**config.mk**
```make
export PLATFORM = sky130hd
export DESIGN_NAME = mmio_display_port
export DESIGN_NICKNAME = d
export VERILOG_FILES = /design/src/rtl/mmio_display_pkg.sv /design/src/rtl/disp_fifo.sv /design/src/rtl/mmio_display_port.sv
export SDC_FILE = /design/constraint.sdc
export NUM_CORES = 1
export LEC_CHECK = 0
export ABC_AREA = 1
export ABC_CLOCK_PERIOD_IN_PS = 3500
export BUFFER_PORTS_ARGS = -buffer_cell sky130_fd_sc_hd__clkbuf_2
export CORE_MARGIN = 2
export CORE_UTILIZATION = 53
export CTS_CLUSTER_DIAMETER = 50
export DETAILED_ROUTE_END_ITERATION = 12
export PLACE_DENSITY = 0.76
export SLEW_MARGIN = 40
export SYNTH_ARGS = -nofsm -noshare
export SYNTH_HDL_FRONTEND = slang
export SYNTH_SLANG_ARGS = --single-unit
```
**constraint.sdc**
```tcl
create_clock -name clk -period 3.5 [get_ports clk]
set_input_delay 0 -clock clk [delete_from_list [all_inputs] [get_ports clk]]
set_output_delay 0 -clock clk [all_outputs]
set_load 0.05 [all_outputs]
```
**src/rtl/mmio_display_pkg.sv**
```systemverilog
`default_nettype none
// ============================================================================
// Module   : mmio_display_pkg
// Purpose  : Register map, bit positions and state type for mmio_display_port.
// Revision : 1.0 - initial release
// ============================================================================
package mmio_display_pkg;

    localparam logic [4:0] OFF_DATA   = 5'h00;
    localparam logic [4:0] OFF_STATUS = 5'h04;
    localparam logic [4:0] OFF_CTRL   = 5'h08;
    localparam logic [4:0] OFF_DIRECT = 5'h0C;
    localparam logic [4:0] OFF_OVF    = 5'h10;
    localparam logic [4:0] OFF_CYC    = 5'h14;

    localparam int STAT_EMPTY     = 0;
    localparam int STAT_FULL      = 1;
    localparam int STAT_BUSY      = 2;
    localparam int STAT_COUNT_LSB = 4;

    localparam int CTRL_ENABLE = 0;
    localparam int CTRL_CLEAR  = 1;

    typedef enum logic [0:0] {
        IDLE = 1'b0,
        SHOW = 1'b1
    } state_t;

endpackage
`default_nettype wire

```
**src/rtl/disp_fifo.sv**
```systemverilog
`default_nettype none
// ============================================================================
// Module   : disp_fifo
// Purpose  : First-word-fall-through FIFO queueing values for the display.
// Revision : 1.0 - initial release
// ============================================================================
module disp_fifo #(
    parameter int DEPTH = 4,
    parameter int WIDTH = 32
) (
    input  logic                     clk,
    input  logic                     reset,
    input  logic                     push,
    input  logic                     pop,
    input  logic                     flush,
    input  logic [WIDTH-1:0]         din,
    output logic [WIDTH-1:0]         dout,
    output logic [$clog2(DEPTH):0]   count,
    output logic                     full,
    output logic                     empty
);

    localparam int AW = $clog2(DEPTH);

    logic [AW-1:0]    r_rd_ptr;
    logic [AW-1:0]    r_wr_ptr;
    logic [AW:0]      r_count;
    logic [WIDTH-1:0] r_mem [DEPTH];

    logic w_rd;
    logic w_wr;

    assign empty = (r_count == '0);
    assign full  = (r_count == (AW+1)'(DEPTH));
    assign count = r_count;
    assign dout  = r_mem[r_rd_ptr];

    // A push into a full queue is accepted when the head leaves in the same cycle.
    assign w_rd = pop & ~empty & ~flush;
    assign w_wr = push & (~full | w_rd) & ~flush;

    always_ff @(posedge clk or negedge reset) begin
        if (!reset) begin
            r_rd_ptr <= '0;
            r_wr_ptr <= '0;
            r_count  <= '0;
        end else if (flush) begin
            r_rd_ptr <= '0;
            r_wr_ptr <= '0;
            r_count  <= '0;
        end else begin
            if (w_rd) r_rd_ptr <= r_rd_ptr + 1'b1;
            if (w_wr) r_wr_ptr <= r_wr_ptr + 1'b1;
            r_count <= r_count + (AW+1)'(w_wr) - (AW+1)'(w_rd);
        end
    end

    always_ff @(posedge clk) begin
        if (w_wr) r_mem[r_wr_ptr] <= din;
    end

endmodule
`default_nettype wire

```
**src/rtl/mmio_display_port.sv**
```systemverilog
`default_nettype none
// ============================================================================
// Module   : mmio_display_port
// Purpose  : Bus-mapped queue that paces CPU-stored values onto the 7-seg R0/R1.
//            Define MMIO_DISP_CYCLE_COUNTER_EN to add the cycle counter at 0x14.
// Revision : 1.0 - initial release
// ============================================================================
module mmio_display_port
    import mmio_display_pkg::*;
#(
    parameter logic [31:0] BASE_ADDR   = 32'hFFFF_0000,
    parameter int          DEPTH       = 4,
    parameter int          HOLD_CYCLES = 50_000_000
) (
    input  logic        clk,
    input  logic        reset,
    input  logic        we,
    input  logic [31:0] address,
    input  logic [31:0] write_data,
    output logic [31:0] read_data,
    output logic        sel,
    output logic [15:0] R0,
    output logic [15:0] R1
);

    localparam int              CW              = (HOLD_CYCLES > 1) ? $clog2(HOLD_CYCLES) : 1;
    localparam int              NW              = $clog2(DEPTH) + 1;
    localparam logic [CW-1:0]   c_hold_reload   = CW'(HOLD_CYCLES - 1);

    state_t         r_state;
    logic [31:0]    r_shown;
    logic [CW-1:0]  r_hold;
    logic           r_enable;
    logic [31:0]    r_ovf;

    logic [4:0]     w_offset;
    logic           w_wr;
    logic           w_push;
    logic           w_clear;
    logic           w_direct;
    logic           w_pop;
    logic [31:0]    w_fifo_dout;
    logic [NW-1:0]  w_count;
    logic [31:0]    w_count32;
    logic           w_full;
    logic           w_empty;
    logic           w_unused_addr;

    assign sel           = (address[31:5] == BASE_ADDR[31:5]);
    assign w_offset      = {address[4:2], 2'b00};
    assign w_unused_addr = ^address[1:0];
    assign w_wr          = we & sel;
    assign w_push        = w_wr & (w_offset == OFF_DATA);
    assign w_clear       = w_wr & (w_offset == OFF_CTRL) & write_data[CTRL_CLEAR];
    assign w_direct      = w_wr & (w_offset == OFF_DIRECT);

    // Pop only when idle or the current hold has run out; clear/direct win.
    assign w_pop = r_enable & ~w_empty & ~w_clear & ~w_direct
                 & ((r_state == IDLE) | (r_hold == '0));

    disp_fifo #(
        .DEPTH (DEPTH),
        .WIDTH (32)
    ) u_fifo (
        .clk   (clk),
        .reset (reset),
        .push  (w_push),
        .pop   (w_pop),
        .flush (w_clear | w_direct),
        .din   (write_data),
        .dout  (w_fifo_dout),
        .count (w_count),
        .full  (w_full),
        .empty (w_empty)
    );

    always_ff @(posedge clk or negedge reset) begin
        if (!reset) begin
            r_state  <= IDLE;
            r_shown  <= '0;
            r_hold   <= '0;
            r_enable <= 1'b1;
            r_ovf    <= '0;
        end else begin
            if (w_wr && (w_offset == OFF_CTRL))
                r_enable <= write_data[CTRL_ENABLE];

            if (w_wr && (w_offset == OFF_OVF))
                r_ovf <= '0;
            else if (w_push && w_full && !w_pop && (r_ovf != 32'hFFFF_FFFF))
                r_ovf <= r_ovf + 32'd1;

            if (w_direct) begin
                r_shown <= write_data;
                r_hold  <= c_hold_reload;
                r_state <= SHOW;
            end else if (w_pop) begin
                r_shown <= w_fifo_dout;
                r_hold  <= c_hold_reload;
                r_state <= SHOW;
            end else if (r_state == SHOW) begin
                if (r_hold != '0)
                    r_hold <= r_hold - 1'b1;
                else
                    r_state <= IDLE;
            end
        end
    end

`ifdef MMIO_DISP_CYCLE_COUNTER_EN
    logic [31:0] r_cyc;

    always_ff @(posedge clk or negedge reset) begin
        if (!reset)
            r_cyc <= '0;
        else if (w_wr && (w_offset == OFF_CYC))
            r_cyc <= write_data;
        else
            r_cyc <= r_cyc + 32'd1;
    end
`endif

    assign w_count32 = 32'(w_count);

    always_comb begin
        read_data = '0;
        if (sel) begin
            case (w_offset)
                OFF_DATA:   read_data = r_shown;
                OFF_STATUS: begin
                    read_data[STAT_EMPTY]             = w_empty;
                    read_data[STAT_FULL]              = w_full;
                    read_data[STAT_BUSY]              = (r_state == SHOW);
                    read_data[STAT_COUNT_LSB +: 4]    = w_count32[3:0];
                end
                OFF_CTRL:   read_data[CTRL_ENABLE] = r_enable;
                OFF_OVF:    read_data = r_ovf;
`ifdef MMIO_DISP_CYCLE_COUNTER_EN
                OFF_CYC:    read_data = r_cyc;
`endif
                default:    read_data = '0;
            endcase
        end
    end

    assign R0 = r_shown[15:0];
    assign R1 = r_shown[31:16];

endmodule
`default_nettype wire

```
======== After elaboration in Yosys (flattened, before gate mapping) ========
Memories as Yosys holds them, arrays and structs flattened.
Index checks and enable logic that the tools add are counted.
cells by class
  add/subtract/negate cells ............... 6
  equal/unequal tests ..................... 7
  muxes and demuxes ....................... 25
  bitwise operators ....................... 22
  reduce and logical (&&, ||, !) cells .... 17
operators by type and width
  cell                                                  count
  two-way mux 32 bit                                    5
  two-way mux 26 bit                                    4
  case mux 24 bit (2 select lines)                      1
  adder 32 x 1 -> 32 bit (second input constant)        1
  != test 32 bit (second input constant)                1
  equality test 27 bit (second input constant)          1
  logical NOT 26 bit                                    1
  nonzero test 26 bit                                   1
  subtractor 26 x 1 -> 26 bit (second input constant)   1
  AND 1 bit                                             13
  case mux 4 bit (3 select lines)                       1
  two-way mux 2 bit                                     4
  nonzero test 2 bit                                    4
  equality test 3 x 2 -> 1 bit (second input constant)  2
  equality test 3 bit (second input constant)           2
  two-way mux 1 bit                                     6
  inverter 1 bit                                        6
  case mux 2 bit (3 select lines)                       1
  nonzero test 3 bit                                    2
  logical AND 1 bit                                     5
  logical NOT 5 bit                                     1
  adder 2 x 1 -> 2 bit (second input constant)          2
  case mux 1 bit (4 select lines)                       1
  adder 3 x 1 -> 3 bit                                  1
  other kinds (8)                                       10
storage, ports and cells
  flip-flop bits (word level) ............. 99
  bits in writable memories ............... 128
  input bits .............................. 67
  output and inout port bits .............. 65
  word-level logic and storage cells ...... 86
  memories kept ........................... 1
memory list
  memory        words  width  rd ports  clocked after memory_dff  write ports  line             RTL
  u_fifo.r_mem  4      32     1         0                         1            disp_fifo.sv:28  logic [WIDTH-1:0] r_mem [DEPTH];

======== Logic depth before layout (Yosys ltp) ========
  word-level depth ........................ 16
  gate-level depth with buffers ........... 17
  mapped depth without buffers ............ 16

======== Cells and area by module ========
A second synthesis with hierarchy kept.
second synthesis, totals
  cell total of the unflattened synthesis .. 1232
  area total of the unflattened synthesis .. 11503.5 µm²
by module, submodules not included
  module             instances  cells each  area an instance (µm²)  sequential area each (µm²)
  mmio_display_port  1          859         6200.9                  2303.5
  disp_fifo          1          373         5302.6                  4018.9

======== Least setup slack after synthesis ========
OpenSTA, ideal clock, no wires.
  path kind ............................... register -> register
  from .................................... reg r_hold[0]
  to ...................................... mem u_fifo.r_mem[0][0] (enable)
  library setup time ...................... 0.421 ns
  arrival ................................. 3.048 ns
  data required time ...................... 3.079 ns
  slack ................................... 0.030 ns
  stages on the path, launching flop included .. 12
  buffers on the path ..................... 1
  clock period less this slack ............ 3.470 ns
  path through ............................ dfrtp_1 > inv_1 > ha_1 > nand2_1 > nor2_4 > nand4_1 > nand2_2 > nand4_4 > buf_4 > nand2_1 > nand2_2 > nor2_1
between the ends
  cells in the longest elaborated chain, start to end .. 10
RTL lines
  item                                     line                      RTL
  from (decl)                              mmio_display_port.sv:32   logic [CW-1:0] r_hold;
  from (signal assigned)                   mmio_display_port.sv:95   r_hold <= c_hold_reload;
  from (signal assigned)                   mmio_display_port.sv:99   r_hold <= c_hold_reload;
  from (signal assigned)                   mmio_display_port.sv:103  r_hold <= r_hold - 1'b1;
  logical NOT 26 bit                       mmio_display_port.sv:59   & ((r_state == IDLE) | (r_hold == '0));
  OR 1 bit                                 mmio_display_port.sv:59
  AND 1 bit                                mmio_display_port.sv:59
  AND 1 bit (2 in a row)                   disp_fifo.sv:39           assign w_rd = pop & ~empty & ~flush;
  OR 1 bit                                 disp_fifo.sv:40           assign w_wr = push & (~full | w_rd) & ~flush;
  AND 1 bit (2 in a row)                   disp_fifo.sv:40
  two-way mux 1 bit                        disp_fifo.sv:59           if (w_wr) r_mem[r_wr_ptr] <= din;
  two-way mux 1 bit (not written as such)  disp_fifo.sv:59
  to (decl)                                disp_fifo.sv:28
Every way passes these cells.

======== Worst setup path after layout ========
  from .................................... reg r_hold[0]
  to ...................................... reg u_fifo.r_count[2] (netlist: u_fifo.count[2])
between the ends
  cells in the longest elaborated chain, start to end .. 11
RTL lines
  item                         line                     RTL
  logical NOT 26 bit *         mmio_display_port.sv:59
  OR 1 bit *                   mmio_display_port.sv:59
  AND 1 bit *                  mmio_display_port.sv:59
  AND 1 bit * (2 in a row)     disp_fifo.sv:39
  OR 1 bit                     disp_fifo.sv:40
  AND 1 bit (2 in a row)       disp_fifo.sv:40
  adder 3 x 1 -> 3 bit         disp_fifo.sv:54          r_count <= r_count + (AW+1)'(w_wr) - (AW+1)'(w_rd);
  subtractor 3 x 1 -> 3 bit *  disp_fifo.sv:54
  two-way mux 3 bit *          disp_fifo.sv:47          end else if (flush) begin
  to (signal assigned)         disp_fifo.sv:54
  to (decl)                    disp_fifo.sv:27          logic [AW:0] r_count;
Mark *: on every way between the ends. The rest lies on a longest branch, timed or not.
A chain may end at the register's enable or synchronous reset.

==> metrics.md <==
| Metric | Value |
|---|---|
| Setup CP Type | `reg -> reg` |
| Fin nets | `1565` |
| VDD IR max | `400 µV` |
| Worst Setup End Kind | `flop` |
| Final Cycle Share | `78.8%` |
| # diodes | `0` |
| Setup TNS | `0 ns` |
| Port Buffer Count | `129` |
| Max Clk Rate | `0.363 GHz` |
| Worst hold start | `address[21]` |
| Clk slew on worst S/H paths | `0.06 ns` |
| Row cnt | `54` |
| Predominant post-synthesis flop cell | `edfxtp_1` |
| Syn nets | `1407` |
| Ys async rst share | `43.6%` |
| CTS root buf | `clkbuf_16` |
| Critical path launch point type | `flop` |
| CTS buffer count | `27` |
| Slew Viols, Final | `0` |
| Seq/Total Area, Yosys | `54.3%` |
| Syn Area/Cell | `8.75 µm²` |
| TritonRoute pass-1 iters | `7` |
| Worst-path fanout max | `9` |
| H-tree depth | `1` |
| Leakage | `5.90 nW` |
| Filler cells | `1790` |
| Final Hold Fails | `0` |
| GP Congestion | `0.957` |
| Synth cell types | `42` |
| R2R Path Start | `r_hold[0]$_DFFE_PN0P_` |
| Cell Area, Synth | `11600 µm²` |
| Layout cells sized above 1 | `15.7%` |
| GRT overflow | `0` |
| Initial core utilization | `53.7%` |
| Pwr dens | `415 nW/µm²` |
| Count leader, synth | `nand2_1` |
| Setup bufs post-CTS | `0` |
| Final core occ | `63.9%` |
| CP startpoint | `r_hold[0]$_DFFE_PN0P_` |
| Min Clock Period, post-route | `2.76 ns` |
| Largest net degree at the start of global routing | `67` |
| First-pass GRT wire length | `49.0 mm` |
| Post-synth EDFFs | `128` |
| RSZ-0062 raised after global routing | `no` |
| Chip Height | `152 µm` |
| Synth warn | `0` |
| Die footprint | `23200 µm²` |
| Clock sink total | `227` |
| Gate Count Post-Synth | `1331` |
| Post-DP HPWL | `20.2 mm` |
| Ranking of synthesized cells by area | `edfxtp_1 33%, dfrtp_1 21%, nand2_1 11%` |
| Area delta synth->final | `19.1%` |
| Vias per cell | `5.51` |
| Routed WL per cell | `17.1 µm` |
| Post-synth top cells | `342 x nand2_1, 165 x nor2_1, 128 x edfxtp_1` |
| Slew @ Worst Pin | `0.808 ns` |
| Crit path DAT | `3.17 ns` |
| DRC Markers | `0` |
| CTS tree | `done` |
| Total number of vias | `9871` |
| Number of global-route vias before repair | `9461` |
| Top cell type's share of synthesized area | `33.0%` |
| Setup Skew | `0.0158 ns` |
| Placed Cells | `1699` |
| Setup Viol. Count Final | `0` |
| I/O pins | `132` |
| Starting DRT DRC Count | `830` |
| Initial antenna violation count | `0` |
| CORE AREA | `21700 µm²` |
| Critical Path RT | `3.91 ns` |
| Worst-Skew Late Latency | `0.55 ns` |
| WL final | `30.5 mm` |
| Final non-filler cell total | `1790` |
| Max-cap violations | `0` |
| Post-route ant nets | `0` |
| GRT Total Usage | `25.9%` |
| Flops & latches, synth | `227` |
| Status | `completed` |
| Worst hold path class | `in -> reg` |
| Rel. slew slack | `46.0%` |
| Die W | `152 µm` |
| Clock Path Buffers | `3` |
| Yosys top cell by area | `edfxtp_1` |
-- worst paths after layout --
path,slack [ns],endpoint,cells past startpoint
worst min register to register,0.52,r_shown[28]$_DFFE_PN0P_,2
worst max-delay path,0.74,u_fifo.count[2]$_DFF_PN0_,15
worst max register to register,0.74,u_fifo.count[2]$_DFF_PN0_,15
max in group asynchronous,2.46,r_enable$_DFFE_PN1N_,4
worst min-delay path,0.02,r_ovf[1]$_DFFE_PN0P_,7
min in group asynchronous,0.52,r_ovf[20]$_DFFE_PN0P_,4
-- layout by cell type, fill, tap and decap left out, types with 6 or more instances in the layout --
cell type      count
nand2_1          341
nor2_1           159
clkbuf_2         128
edfxtp_1         128
dfrtp_1           98
inv_1             95
o21ai_0           72
nand3_1           66
dlygate4sd3_1     40
xor2_1            39
o22ai_1           33
o211ai_1          33
a21oi_1           28
or2_0             27
clkbuf_16         27
nor3_1            26
buf_4             22
nand3b_1          17
nand4_1           16
nor2_2            16
o21ai_1           16
xnor2_1           10
ha_1               8
clkbuf_8           7
inv_2              6
-- cell families after synthesis --
family                     synth area share (%)
AOI/OAI and AO/OA                          9.30
xor gates and xnor gates                   3.69
adders and majority gates                  1.03
buffers and inverters                      5.73
DFF                                        54.3
and+or+nand+nor                            25.9
-- layout make-up --
| class | count | area (µm²) | share of cell area (%) |
|---|---|---|---|
| clock buffers | 39 | 791 | 5.70 |
| clock inverters | 11 | 110 | 0.794 |
| flip-flops and latches | 227 | 6320 | 45.6 |
| inverters | 101 | 379 | 2.73 |
| well taps | 280 | 350 | 2.53 |
| repair buffers | 192 | 1250 | 8.99 |
| multi-input cells | 940 | 4670 | 33.7 |
-- registers in the layout, indices dropped and copies added (netlist names) --
register and flops:
r_state 1, u_fifo.count 3, r_enable 1, r_ovf 32, u_fifo.r_wr_ptr 2, u_fifo.r_rd_ptr 2
r_shown 32, u_fifo.r_mem 128, r_hold 26
-- critical path, cell delays in order (launching register included) --
cell and delay [ns]:
dfrtp_1 0.37, inv_1 0.10, ha_1 0.21, nand2_1 0.13, nor2_4 0.17, nand4_1 0.14
nand2_2 0.23, nand4_4 0.13, nand2_1 0.14, nand2_2 0.14, inv_1 0.08, ha_1 0.13
inv_1 0.05, fa_1 0.36, xor2_1 0.18, nor2_1 0.07
-- through the flow --
| stage | hold WS (ns) | power (mW) | cell area [µm²] | worst slack, ns |
|---|---|---|---|---|
| final | 0.0203 | 5.76 | 13900 | 0.743 |
| after global routing | 0.0822 | 5.92 | 13900 | 0.545 |
| after CTS | 0.0101 | 5.79 | 13900 | 0.722 |
| after detailed placement | -0.0563 | 3.00 | 12500 | 0.760 |
| after global placement | -0.0591 | 3.00 | 12500 | 0.856 |
| after floorplan | -0.296 | 2.91 | 11600 | 0.0305 |
-- report_power, final --
group / internal (mW) / switching [mW] / leakage (nW)
clock network: 1.66 / 1.11 / 0.450
logic: 0.0660 / 0.0888 / 3.04
registers: 2.83 / 0.00000171 / 2.41
total: 4.55 / 1.20 / 5.90
-- metal layers --
metal	part of all wire (%)	GRT usage, %	vias up
met5	0	0	-
met4	2.8	8.01	0
met3	6.9	3.84	66
met2	49	43.8	372
met1	41	34.9	4671
li1	-	-	4762
-- timing repair --
| action | in CTS | in global routing |
|---|---|---|
| hold endpoints to repair | 261 | 0 |
| hold buffers | 41 | 0 |
| resized for setup | 0 | 0 |
No activity file was read; power rests on OpenSTA's default activity.
